`config.mk`:
```
export PLATFORM = sky130hd
export DESIGN_NAME = input_conditioner_flat
export DESIGN_NICKNAME = d
export VERILOG_FILES = /design/src/rtl/input_conditioner_if.sv /design/src/rtl/input_conditioner.sv /design/src/flat_wrapper.sv
export SDC_FILE = /design/constraint.sdc
export NUM_CORES = 1
export LEC_CHECK = 0
export BUFFER_PORTS_ARGS = -buffer_cell sky130_fd_sc_hd__buf_2
export CORE_AREA = 3 3 40 42
export CTS_CLUSTER_SIZE = 8
export DETAILED_ROUTE_END_ITERATION = 7
export DIE_AREA = 0 0 43 45
export GPL_ROUTABILITY_DRIVEN = 0
export PLACE_DENSITY = 0.73
export SLEW_MARGIN = 20
export SYNTH_ARGS = -nofsm -noshare
export SYNTH_HDL_FRONTEND = slang
export SYNTH_SLANG_ARGS = --single-unit
```
`constraint.sdc`:
```
create_clock -name clk -period 2.6 [get_ports clk]
set_clock_uncertainty 0.05 [all_clocks]
set_input_delay 0.13 -clock clk [delete_from_list [all_inputs] [get_ports clk]]
set_output_delay 0.13 -clock clk [all_outputs]
set_load 0.03 [all_outputs]
```
`src/rtl/input_conditioner_if.sv`:
```
// -----------------------------------------------------------------------------
// input_conditioner_if
// Bundles the raw input and the conditioned outputs of input_conditioner.
//   d_i        : raw single-bit input (driven by the producer)
//   level_o    : debounced level
//   rise_o     : one-cycle pulse on a level_o 0->1 transition
//   fall_o     : one-cycle pulse on a level_o 1->0 transition
//   stable_o   : 1 when no transition is pending
//   edge_cnt_o : count of rise_o pulses, wraps modulo 256
// master : the side that drives d_i and consumes the conditioned outputs
// slave  : the conditioner itself
// -----------------------------------------------------------------------------
interface input_conditioner_if;
  logic       d_i;
  logic       level_o;
  logic       rise_o;
  logic       fall_o;
  logic       stable_o;
  logic [7:0] edge_cnt_o;

  modport master (
    output d_i,
    input  level_o,
    input  rise_o,
    input  fall_o,
    input  stable_o,
    input  edge_cnt_o
  );

  modport slave (
    input  d_i,
    output level_o,
    output rise_o,
    output fall_o,
    output stable_o,
    output edge_cnt_o
  );
endinterface

```
`src/rtl/input_conditioner.sv`:
```
// -----------------------------------------------------------------------------
// input_conditioner
// Synchronizes a raw single-bit input, debounces it with a four-state FSM and
// emits registered one-cycle rise/fall pulses plus a wrapping rise counter.
// Ports:
//   clk   : single clock, all state updates on the rising edge
//   reset : synchronous, active-low reset
//   bus   : input_conditioner_if.slave (d_i in; level/rise/fall/stable/count out)
// Parameters:
//   SYNC_STAGES     : synchronizer depth (>= 2)
//   DEBOUNCE_CYCLES : consecutive differing samples needed to accept a change (>= 1)
// -----------------------------------------------------------------------------
module input_conditioner #(
  parameter int SYNC_STAGES     = 2,
  parameter int DEBOUNCE_CYCLES = 4
) (
  input  logic                  clk,
  input  logic                  reset,
  input_conditioner_if.slave    bus
);

  localparam int CNT_W = (DEBOUNCE_CYCLES > 1) ? $clog2(DEBOUNCE_CYCLES) : 1;
  localparam logic [CNT_W-1:0] CNT_ONE  = CNT_W'(1);
  localparam logic [CNT_W-1:0] CNT_LAST = CNT_W'(DEBOUNCE_CYCLES - 1);
  // With a one-cycle debounce the first differing sample completes the change.
  localparam logic SHORTCUT = (DEBOUNCE_CYCLES == 1) ? 1'b1 : 1'b0;

  typedef enum logic [1:0] {
    IDLE_LOW  = 2'd0,
    PEND_HIGH = 2'd1,
    IDLE_HIGH = 2'd2,
    PEND_LOW  = 2'd3
  } state_e;

  logic [SYNC_STAGES-1:0] sync_r;
  logic                   s_s;
  state_e                 state_r, state_nxt_s;
  logic [CNT_W-1:0]       cnt_r, cnt_nxt_s;
  logic                   level_r, level_nxt_s;
  logic                   rise_r, rise_nxt_s;
  logic                   fall_r, fall_nxt_s;
  logic [7:0]             edge_cnt_r;

  assign s_s = sync_r[SYNC_STAGES-1];

  // Synchronizer shift chain; zeroed by reset so latency restarts from empty.
  always_ff @(posedge clk) begin
    if (!reset) begin
      sync_r <= '0;
    end else begin
      sync_r <= {sync_r[SYNC_STAGES-2:0], bus.d_i};
    end
  end

  // Debounce FSM next-state and next-output decode.
  // cnt holds the number of consecutive differing samples seen so far, so
  // entering a PEND state already counts the first one.
  always_comb begin
    state_nxt_s = state_r;
    cnt_nxt_s   = cnt_r;
    level_nxt_s = level_r;
    rise_nxt_s  = 1'b0;
    fall_nxt_s  = 1'b0;
    case (state_r)
      IDLE_LOW: begin
        cnt_nxt_s = '0;
        if (s_s && SHORTCUT) begin
          state_nxt_s = IDLE_HIGH;
          level_nxt_s = 1'b1;
          rise_nxt_s  = 1'b1;
        end else if (s_s) begin
          state_nxt_s = PEND_HIGH;
          cnt_nxt_s   = CNT_ONE;
        end else begin
          state_nxt_s = IDLE_LOW;
        end
      end
      PEND_HIGH: begin
        if (!s_s) begin
          state_nxt_s = IDLE_LOW;
          cnt_nxt_s   = '0;
        end else if (cnt_r == CNT_LAST) begin
          state_nxt_s = IDLE_HIGH;
          cnt_nxt_s   = '0;
          level_nxt_s = 1'b1;
          rise_nxt_s  = 1'b1;
        end else begin
          cnt_nxt_s = cnt_r + CNT_ONE;
        end
      end
      IDLE_HIGH: begin
        cnt_nxt_s = '0;
        if (!s_s && SHORTCUT) begin
          state_nxt_s = IDLE_LOW;
          level_nxt_s = 1'b0;
          fall_nxt_s  = 1'b1;
        end else if (!s_s) begin
          state_nxt_s = PEND_LOW;
          cnt_nxt_s   = CNT_ONE;
        end else begin
          state_nxt_s = IDLE_HIGH;
        end
      end
      PEND_LOW: begin
        if (s_s) begin
          state_nxt_s = IDLE_HIGH;
          cnt_nxt_s   = '0;
        end else if (cnt_r == CNT_LAST) begin
          state_nxt_s = IDLE_LOW;
          cnt_nxt_s   = '0;
          level_nxt_s = 1'b0;
          fall_nxt_s  = 1'b1;
        end else begin
          cnt_nxt_s = cnt_r + CNT_ONE;
        end
      end
      default: begin
        state_nxt_s = IDLE_LOW;
        cnt_nxt_s   = '0;
        level_nxt_s = 1'b0;
      end
    endcase
  end

  // FSM state, level and pulse registers; reset wins over a completing change.
  always_ff @(posedge clk) begin
    if (!reset) begin
      state_r <= IDLE_LOW;
      cnt_r   <= '0;
      level_r <= 1'b0;
      rise_r  <= 1'b0;
      fall_r  <= 1'b0;
    end else begin
      state_r <= state_nxt_s;
      cnt_r   <= cnt_nxt_s;
      level_r <= level_nxt_s;
      rise_r  <= rise_nxt_s;
      fall_r  <= fall_nxt_s;
    end
  end

  // Rising-edge counter, stepped on the same edge that raises rise_o.
  always_ff @(posedge clk) begin
    if (!reset) begin
      edge_cnt_r <= 8'd0;
    end else if (rise_nxt_s) begin
      edge_cnt_r <= edge_cnt_r + 8'd1;
    end else begin
      edge_cnt_r <= edge_cnt_r;
    end
  end

  assign bus.level_o    = level_r;
  assign bus.rise_o     = rise_r;
  assign bus.fall_o     = fall_r;
  assign bus.stable_o   = (state_r == IDLE_LOW) || (state_r == IDLE_HIGH);
  assign bus.edge_cnt_o = edge_cnt_r;

endmodule

```
`src/flat_wrapper.sv`:
```
// flat-port wrapper written by rule: the top's interface ports become plain ports
module input_conditioner_flat 
#(
  parameter int SYNC_STAGES     = 2,
  parameter int DEBOUNCE_CYCLES = 4
)
  (clk, reset, bus_d_i, bus_level_o, bus_rise_o, bus_fall_o, bus_stable_o, bus_edge_cnt_o);
  input_conditioner_if bus_i ();
  input  logic clk;
  input  logic reset;
  input wire logic [$bits(bus_i.d_i)-1:0] bus_d_i;
  output wire logic [$bits(bus_i.level_o)-1:0] bus_level_o;
  output wire logic [$bits(bus_i.rise_o)-1:0] bus_rise_o;
  output wire logic [$bits(bus_i.fall_o)-1:0] bus_fall_o;
  output wire logic [$bits(bus_i.stable_o)-1:0] bus_stable_o;
  output wire logic [$bits(bus_i.edge_cnt_o)-1:0] bus_edge_cnt_o;
  assign bus_i.d_i = bus_d_i;
  assign bus_level_o = bus_i.level_o;
  assign bus_rise_o = bus_i.rise_o;
  assign bus_fall_o = bus_i.fall_o;
  assign bus_stable_o = bus_i.stable_o;
  assign bus_edge_cnt_o = bus_i.edge_cnt_o;
  input_conditioner #(.SYNC_STAGES(SYNC_STAGES), .DEBOUNCE_CYCLES(DEBOUNCE_CYCLES)) u_core (.clk(clk), .reset(reset), .bus(bus_i));
endmodule
```
==> results of run 1 <==
-- routing by layer --
metal / routed length, um / share of wire [%] / up-vias / GRT usage, %
met3: 49 / 4.2 / 4 / 5.18
met5: 0 / 0 / - / 0
met4: 28 / 2.4 / 0 / 9.04
met1: 580 / 49 / 248 / 17.2
li1: - / - / 295 / -
met2: 517 / 44 / 10 / 22.8
-- registers in the layout, summed over array words and instances, names as in the netlist, named ones only --
register and cells:
u_core.bus.edge_cnt_o 8, u_core.bus.fall_o 1, u_core.bus.level_o 1, u_core.bus.rise_o 1, u_core.cnt_r 2, u_core.state_r 1
u_core.sync_r 2
-- synth_stat cells (all sizes together) --
| cell type | n | area, um^2 |
|---|---|---|
| nor3 | 1 | 5.00 |
| mux2i | 1 | 10.0 |
| or3 | 3 | 18.8 |
| ha | 2 | 25.0 |
| dfxtp | 17 | 340 |
| nand4 | 1 | 6.26 |
| o31ai | 3 | 22.5 |
| nor2 | 4 | 15.0 |
| or4 | 3 | 22.5 |
| a21o | 1 | 7.51 |
| and2 | 2 | 12.5 |
| and3 | 1 | 6.26 |
| xor2 | 2 | 17.5 |
| nand4b | 1 | 15.0 |
| inv | 4 | 15.0 |
| nand2 | 7 | 26.3 |
| nand3 | 4 | 20.0 |
| clkbuf | 1 | 3.75 |
| o21ai | 5 | 25.0 |
| a21oi | 9 | 45.0 |
| buf | 1 | 5.00 |
-- power breakdown --
group | switching [uW] | internal [uW]
clock network | 83.9 | 57.2
registers | 3.01 | 264
logic | 10.5 | 6.66
total | 97.4 | 328
-- cell usage in the layout, fill, tap and decap left out --
cell           netlist  layout
dfxtp_1             17      17
buf_2                1      14
a21oi_1              9       9
nand2_1              7       7
o21ai_0              5       5
inv_1                4       4
nor2_1               4       4
nand3_1              4       4
o31ai_1              3       3
or4_1                3       3
or3_1                3       3
clkbuf_4             0       3
xor2_1               2       2
and2_1               2       2
ha_1                 2       2
nand4b_2             1       1
a21o_1               1       1
nor3_1               1       1
and3_1               1       1
nand4_1              1       1
mux2i_1              1       1
clkinv_2             0       1
dlygate4sd3_1        0       1
-- worst max-delay path, delay by kind of cell, from the launching register on --
family	cells	cell delay, ns
AND/OR/NAND/NOR	2	0.93
flip-flops	1	0.35
adder cells (fa/ha/maj)	1	0.25
AO/OA/AOI/OAI	1	0.16
-- how the worst min path moves through the flow --
stage | cells after the start | from | slack, ns | to
after global placement | 2 | bus_d_i | 0.29 | u_core.sync_r[0]$_SDFF_PN0_
after detailed placement | 2 | bus_d_i | 0.29 | u_core.sync_r[0]$_SDFF_PN0_
after global routing | 2 | reset | 0.06 | u_core.sync_r[0]$_SDFF_PN0_
after floorplan | 1 | reset | 0.20 | u_core.sync_r[0]$_SDFF_PN0_
after CTS | 2 | reset | 0.06 | u_core.sync_r[0]$_SDFF_PN0_
final | 2 | reset | 0.06 | u_core.sync_r[1]$_SDFF_PN0_
-- through the flow --
stage / std cells / util, % / total power [uW]
floorplan: 73 / - / 284
global placement: 100 / 57.9 / 289
detailed placement: 100 / 57.9 / 289
CTS: 105 / 60.9 / 431
global route: 105 / 60.9 / 447
finish: 105 / 60.9 / 425
-- what timing repair did --
action                                 in CTS  in global routing
endpoints found under the hold margin       1                  0
setup buffers                               0                  0
hold buffers                                1                  0
-- cell type report --
class / instances / area share, %
clock buffers: 3 / 2.88
clock inverters: 1 / 0.640
inverters: 4 / 1.92
multi-input cells: 50 / 38.4
flip-flops and latches: 17 / 43.5
well taps: 15 / 2.40
repair buffers: 15 / 10.2
-- cell families (layout without fill, tap and decap cells) --
| family | Yosys count | after routing | synth area share [%] |
|---|---|---|---|
| AND/OR/NAND/NOR | 27 | 27 | 22.2 |
| AO/OA/AOI/OAI | 18 | 18 | 15.1 |
| flip-flops | 17 | 17 | 51.2 |
| buffers and inverters | 6 | 23 | 3.58 |
| adder cells (fa/ha/maj) | 2 | 2 | 3.77 |
| XOR/XNOR | 2 | 2 | 2.64 |
| multiplexers | 1 | 1 | 1.51 |
==> metrics.txt, run 1 <==
initial antenna violation count=0; drt pass-1 iters=4; CTS Buffer Depth=2; Slew HR=76.5%; Pleak=0.000350 uW; pwr/cell area=544 mW/mm^2; initial core utilization=51.7%; CP startpoint=u_core.cnt_r[0]$_SDFF_PN0_; area taken by multi-input logic gates=300 um^2; initial drt markers=8; syn_nets=78; FILL cells=119; CTS tree=yes; gr ovfl total=0; Final period util=69.2%; R2R cell count=4; CTS sink count=17; critical path class=flip-flop to flip-flop; # rows=13; worst hold margin=0.0558 ns; Max Slew Vio Count=0; post-place setup slack=0.819 ns; first-pass GRT wire length=2.08 mm; die area=0.00194 mm^2; via-per-instance ratio=5.30; Ant. Diodes=0; PostCTS Resize Cnt=0; drt total wl=1.18 mm; worst-margin pin slew=0.351 ns; slowest CP cell=or4_1; register area share after synthesis=51.2%; crit start category=flip-flop; Final Hold Viols=0; crit path time final=1.80 ns; number of global-route vias before repair=509; IO buf count=14; FMAX=556 MHz; RR Endpoint=u_core.bus.edge_cnt_o[7]$_SDFFE_PN0P_; Worst Setup EP=u_core.bus.edge_cnt_o[7]$_SDFFE_PN0P_; Residual DRC=0; Worst Path Max Fanout=15; Peak supply drop=286 uV; WL/cell=11.2 um; Synth Cell Area=664 um^2; Cell Chain, Critical Path=ha_1, nand4b_2, or4_1, a21oi_1; # IOs=15; CORE AREA=0.00128 mm^2; Area after DPL=744 um^2; DP Wirelength=867 um; setup ws final=0.800 ns; final setup vio count=0; Synth Register Bits=17; Root Buffer=clkbuf_4; htree depth=1; RSZ-0062 raised after global routing=false; die extent in x=43 um; CTS clock-pin slew for the worst setup and hold paths=0.10 ns; crit end category=flip-flop; Post-DRT Antenna Nets=0; CP arrival=1.97 ns; synth unique cells=21; share of cells above drive strength 1=21.1%; Die Y=45 um; # nets final=96; clk_lat worst skew=0.29 ns; reg-to-reg setup timing slack=0.80 ns; register area=340 um^2; Synth Warn #=0; setup tns final=0 ns; hold crit path type=input port to flip-flop; post-route cell area=782 um^2; Avg Cell Area, Syn=9.10 um^2; GRT Overall Usage=14.6%; CP max stage delay=0.60 ns; RR Startpoint=u_core.cnt_r[0]$_SDFF_PN0_; CTS buffer count=3; maximum capacitance violations=0; area grow syn2layout=17.7%; vias post-DR=557; Syn Inst Count=73; critical path required time=2.77 ns; status=complete, no violations; largest net degree at the start of global routing=16
(Power assumes the default switching activity.)
==> run 2, diff against run 1 <==
CORE_AREA = 3 3 41 43   (was 3 3 40 42)
DIE_AREA = 0 0 44 46   (was 0 0 43 45)
PLACE_DENSITY = 0.69   (was 0.73)
clock period = 1.8 ns   (was 2.6 ns; I/O delays follow)
==> run 2 against run 1 <==
Sequential share of layout area fell by 0.35 points. Global-route usage down 1.9 points. Hold slack worse by 0.045 ns. Critical path type unchanged. Critical endpoint is now u_core.bus.edge_cnt_o[5]$_SDFFE_PN0P_.
==> metrics.txt, run 2 (synthesis gave the netlist of run 1 again) <==
RSZ-0062 raised after global routing=false; htree depth=1; cell count after placement=101; # nets final=97; CTS Buffer Depth=2; Final Hold Viols=0; final setup vio count=0; Post-DRT Antenna Nets=0; crit start category=flip-flop; # Post-CTS Setup Buffers=0; Peak supply drop=654 uV; commonest non-fill, non-tap cell in the layout=dfxtp_1; Root Buffer=clkbuf_4; number of global-route vias before repair=418; area grow syn2layout=18.6%; CTS tree=yes; clk_lat worst skew=0.29 ns; post-route cell area=788 um^2; initial antenna violation count=0; worst-margin pin slew=0.337 ns; maximum capacitance violations=0; CTS sink count=17; GRT Overall Usage=12.7%; Worst Path Max Fanout=10; WL/cell=10.8 um; RR Endpoint=u_core.bus.edge_cnt_o[5]$_SDFFE_PN0P_; CTS buffer count=3; reg-to-reg setup timing slack=0.13 ns; drt total wl=1.14 mm; initial drt markers=22; RR Startpoint=u_core.cnt_r[0]$_SDFF_PN0_; initial core utilization=49.8%; Slew HR=77.5%; CP startpoint=u_core.cnt_r[0]$_SDFF_PN0_; status=complete, no violations; cell count along the critical path=4; pwr/cell area=774 mW/mm^2; Die Y=46 um; slowest CP cell=or4_1; CORE AREA=0.00133 mm^2; CP max stage delay=0.56 ns; Pleak=0.000352 uW; Finished Layout Cells=106; share of cells above drive strength 1=20.9%; R2R cell count=4; setup tns final=0 ns; crit end category=flip-flop; # rows=13; hold crit path type=input port to flip-flop; PostCTS Resize Cnt=0; gr ovfl total=0; DP Wirelength=824 um; worst hold margin=0.0110 ns; Final period util=92.5%; vias post-DR=548; Residual DRC=0; critical path required time=1.97 ns; CP arrival=1.84 ns; Cell Chain, Critical Path=ha_1, nand4b_2, or4_1, a21oi_1; IO buf count=14; Area after DPL=752 um^2; largest net degree at the start of global routing=12; # IOs=15; crit path time final=1.67 ns; most frequent cells in the layout=17 x dfxtp_1, 14 x buf_2, 9 x a21oi_1; first-pass GRT wire length=1.81 mm; via-per-instance ratio=5.17; die extent in x=44 um; Ant. Diodes=0; drt pass-1 iters=4; Crit path buffers/inverters=0; Worst Setup EP=u_core.bus.edge_cnt_o[5]$_SDFFE_PN0P_; CTS clock-pin slew for the worst setup and hold paths=0.09 ns; die area=0.00202 mm^2; Max Slew Vio Count=0; critical path class=flip-flop to flip-flop; CP top delay family=simple AND/OR/NAND/NOR gates; FMAX=600 MHz; max reg flops=8; FILL cells=123
-- run 2: changes by cell type in the layout (fill, tap and decap cells not counted), sizes merged --
cell	change
clkbuf	+1
buf	+1
clkinv	-1
-- run 2: what timing repair did --
action,4_1_cts,5_1_grt
hold endpoints to repair,1,0
hold buffers,1,0
endpoints found under the setup margin,0,0
-- run 2: worst min path at each step --
stage | startpoint | slack (ns) | cells after the start | endpoint
finish | reset | 0.01 | 3 | u_core.bus.fall_o$_SDFF_PP0_
global route | reset | 0.03 | 3 | u_core.bus.fall_o$_SDFF_PP0_
CTS | reset | 0.008 | 3 | u_core.bus.fall_o$_SDFF_PP0_
detailed placement | bus_d_i | 0.26 | 2 | u_core.sync_r[0]$_SDFF_PN0_
global placement | bus_d_i | 0.25 | 2 | u_core.sync_r[0]$_SDFF_PN0_
floorplan | reset | 0.16 | 1 | u_core.sync_r[0]$_SDFF_PN0_
-- run 2: final cells by class --
class | instances | area, um^2 | share of cell area, %
sequential | 17 | 340 | 43.2
multi-input combinational | 50 | 300 | 38.1
timing repair buffer | 16 | 87.6 | 11.1
clock buffer | 4 | 26.3 | 3.33
tap | 15 | 18.8 | 2.38
inverter | 4 | 15.0 | 1.90
-- run 2: report_power, final --
part / internal, uW / switching [uW] / leakage (uW)
Clock: 86.4 / 113 / 0.0000150
Sequential: 381 / 4.34 / 0.000138
Combinational: 9.65 / 15.1 / 0.000199
-- run 2: per-stage QoR --
stage / util, % / power [uW] / worst slack, ns
final: 59.1 / 610 / 0.135
after global routing: 59.1 / 633 / 0.0182
after CTS: 59.1 / 614 / 0.148
after detailed placement: 56.4 / 418 / 0.179
after global placement: 56.4 / 418 / 0.231
after floorplan: - / 410 / 0.296
-- run 2: worst register-to-register path, cell delays in order (launching register included) --
cell,delay (ns)
dfxtp_1,0.34
ha_1,0.24
nand4b_2,0.23
or4_1,0.56
a21oi_1,0.17
-- run 2: routing by layer --
metal,part of all wire [%],up-vias,global-route usage (%)
met2,42,14,17.2
met1,50,237,16.3
met5,0,-,0
met4,1.6,0,7.23
li1,-,294,-
met3,6.8,3,5.93
==> run 3, diff against run 2 <==
PLACE_DENSITY = 0.71   (was 0.69)
==> run 3 against run 2 <==
Worst setup slack improved by 0.067 ns. Wire length increased by 7.2%. Maximum frequency rose by 4.2%. Hold slack better by 0.015 ns. Clock-buffer cell count is the same. Cell count is 0.94% higher. Design area increased by 2.1%. Power decreased by 0.33%. Die area unchanged. First-iteration DRC count is 45% lower. Critical path type unchanged.
==> metrics.txt, run 3 (synthesis gave the netlist of run 1 again) <==
drt pass-1 iters=3; Max Slew Vio Count=0; area grow syn2layout=21.1%; Final Hold Viols=0; critical path class=flip-flop to flip-flop; Ant. Diodes=0; WL/cell=11.5 um; die area=0.00202 mm^2; CORE AREA=0.00133 mm^2; status=complete, no violations; initial antenna violation count=0; largest net degree at the start of global routing=12; via-per-instance ratio=5.28; CTS Buffer Depth=2; Pleak=0.000374 uW; hold crit path type=input port to flip-flop; worst hold endpoint=u_core.bus.fall_o$_SDFF_PP0_; number of global-route vias before repair=440; GRT Overall Usage=14.1%; pwr/cell area=756 mW/mm^2; FMAX=626 MHz; RSZ-0062 raised after global routing=false; clk_lat worst skew=0.29 ns; crit start category=flip-flop; setup tns final=0 ns; CP arrival=1.77 ns; final setup vio count=0; CTS tree=yes; Final period util=88.8%; IO buf count=14; commonest non-fill, non-tap cell in the layout=dfxtp_1; drt total wl=1.23 mm; CTS sink count=17; Area after DPL=759 um^2; die extent in x=44 um; htree depth=1; gr ovfl total=0; Peak supply drop=432 uV; Residual DRC=0; first-pass GRT wire length=1.97 mm; CTS buffer count=3; RR Endpoint=u_core.bus.edge_cnt_o[6]$_SDFFE_PN0P_; worst-margin pin slew=0.335 ns; DP Wirelength=901 um; post-route cell area=805 um^2; # Post-CTS Setup Buffers=0; Die Y=46 um; most frequent cells in the layout=17 x dfxtp_1, 14 x buf_2, 9 x a21oi_1; min-delay src=reset; max reg flops=8; initial core utilization=49.8%; CTS clock-pin slew for the worst setup and hold paths=0.09 ns; critical path required time=1.97 ns; Root Buffer=clkbuf_4; Slew HR=77.6%; RR Startpoint=u_core.cnt_r[0]$_SDFF_PN0_; Post-DRT Antenna Nets=0; crit end category=flip-flop; # nets final=98; R2R cell count=4; maximum capacitance violations=0; # IOs=15; # rows=13; share of cells above drive strength 1=21.7%; initial drt markers=12; worst hold stages=3; Worst Path Max Fanout=10; crit path time final=1.60 ns; vias post-DR=565; reg-to-reg setup timing slack=0.20 ns
## run 3: cell count changes in the layout (fill, tap and decap cells not counted), sizes merged
cell  previous run  this run
buf             15        16
## run 3: critical path, stage by stage (launching register included)
cell	delay (ns)
dfxtp_1	0.33
ha_1	0.27
nand4b_4	0.20
or4_1	0.53
a21oi_1	0.15
## run 3: per-layer routing
| metal | GRT usage (%) | up-vias | wire [um] |
|---|---|---|---|
| met4 | 9.04 | 0 | 24 |
| met5 | 0 | - | 0 |
| met1 | 17.4 | 251 | 613 |
| li1 | - | 297 | - |
| met3 | 7.11 | 5 | 78 |
| met2 | 18.9 | 12 | 509 |
## run 3: through the flow
step                      utilization, %  power, uW  worst slack (ns)  hold slack (ns)  std cells
final                               60.3        608             0.202           0.0265        107
after global placement              56.9        418             0.184            0.249        102
after detailed placement            56.9        419             0.125            0.254        102
after global routing                60.3        646            0.0710           0.0337        107
after CTS                           59.7        617             0.117           0.0144        107
after floorplan                        -        410             0.296            0.162         73
## run 3: area by class of cell
class,count,area (um^2)
multi-input cells,50,309
clock buffers,4,26.3
fillers,129,529
inverters,4,15.0
well taps,15,18.8
repair buffers,17,95.1
flip-flops and latches,17,340
## run 3: repair_timing
action / in CTS / in global routing
resized for setup: 0 / 1
hold buffers: 1 / 0
hold endpoints to repair: 1 / 0
setup endpoints to repair: 0 / 2
## run 3: worst max-delay path by stage
stage          slack, ns  cells past startpoint                                  start                               endpoint
5_1_grt             0.07                      4             u_core.cnt_r[0]$_SDFF_PN0_  u_core.bus.edge_cnt_o[7]$_SDFFE_PN0P_
2_1_floorplan       0.30                      4  u_core.bus.edge_cnt_o[0]$_SDFFE_PN0P_  u_core.bus.edge_cnt_o[6]$_SDFFE_PN0P_
6_report            0.20                      4             u_core.cnt_r[0]$_SDFF_PN0_  u_core.bus.edge_cnt_o[6]$_SDFFE_PN0P_
3_3_place_gp        0.18                      5             u_core.cnt_r[0]$_SDFF_PN0_  u_core.bus.edge_cnt_o[3]$_SDFFE_PN0P_
3_5_place_dp        0.12                      5             u_core.cnt_r[0]$_SDFF_PN0_  u_core.bus.edge_cnt_o[3]$_SDFFE_PN0P_
4_1_cts             0.12                      5             u_core.cnt_r[0]$_SDFF_PN0_  u_core.bus.edge_cnt_o[3]$_SDFFE_PN0P_
## run 3: power by group
part / internal [uW] / switching, uW / total, uW
clock: 86.2 / 110 / 196
sequential: 381 / 4.39 / 386
combinational: 10.3 / 16.2 / 26.5
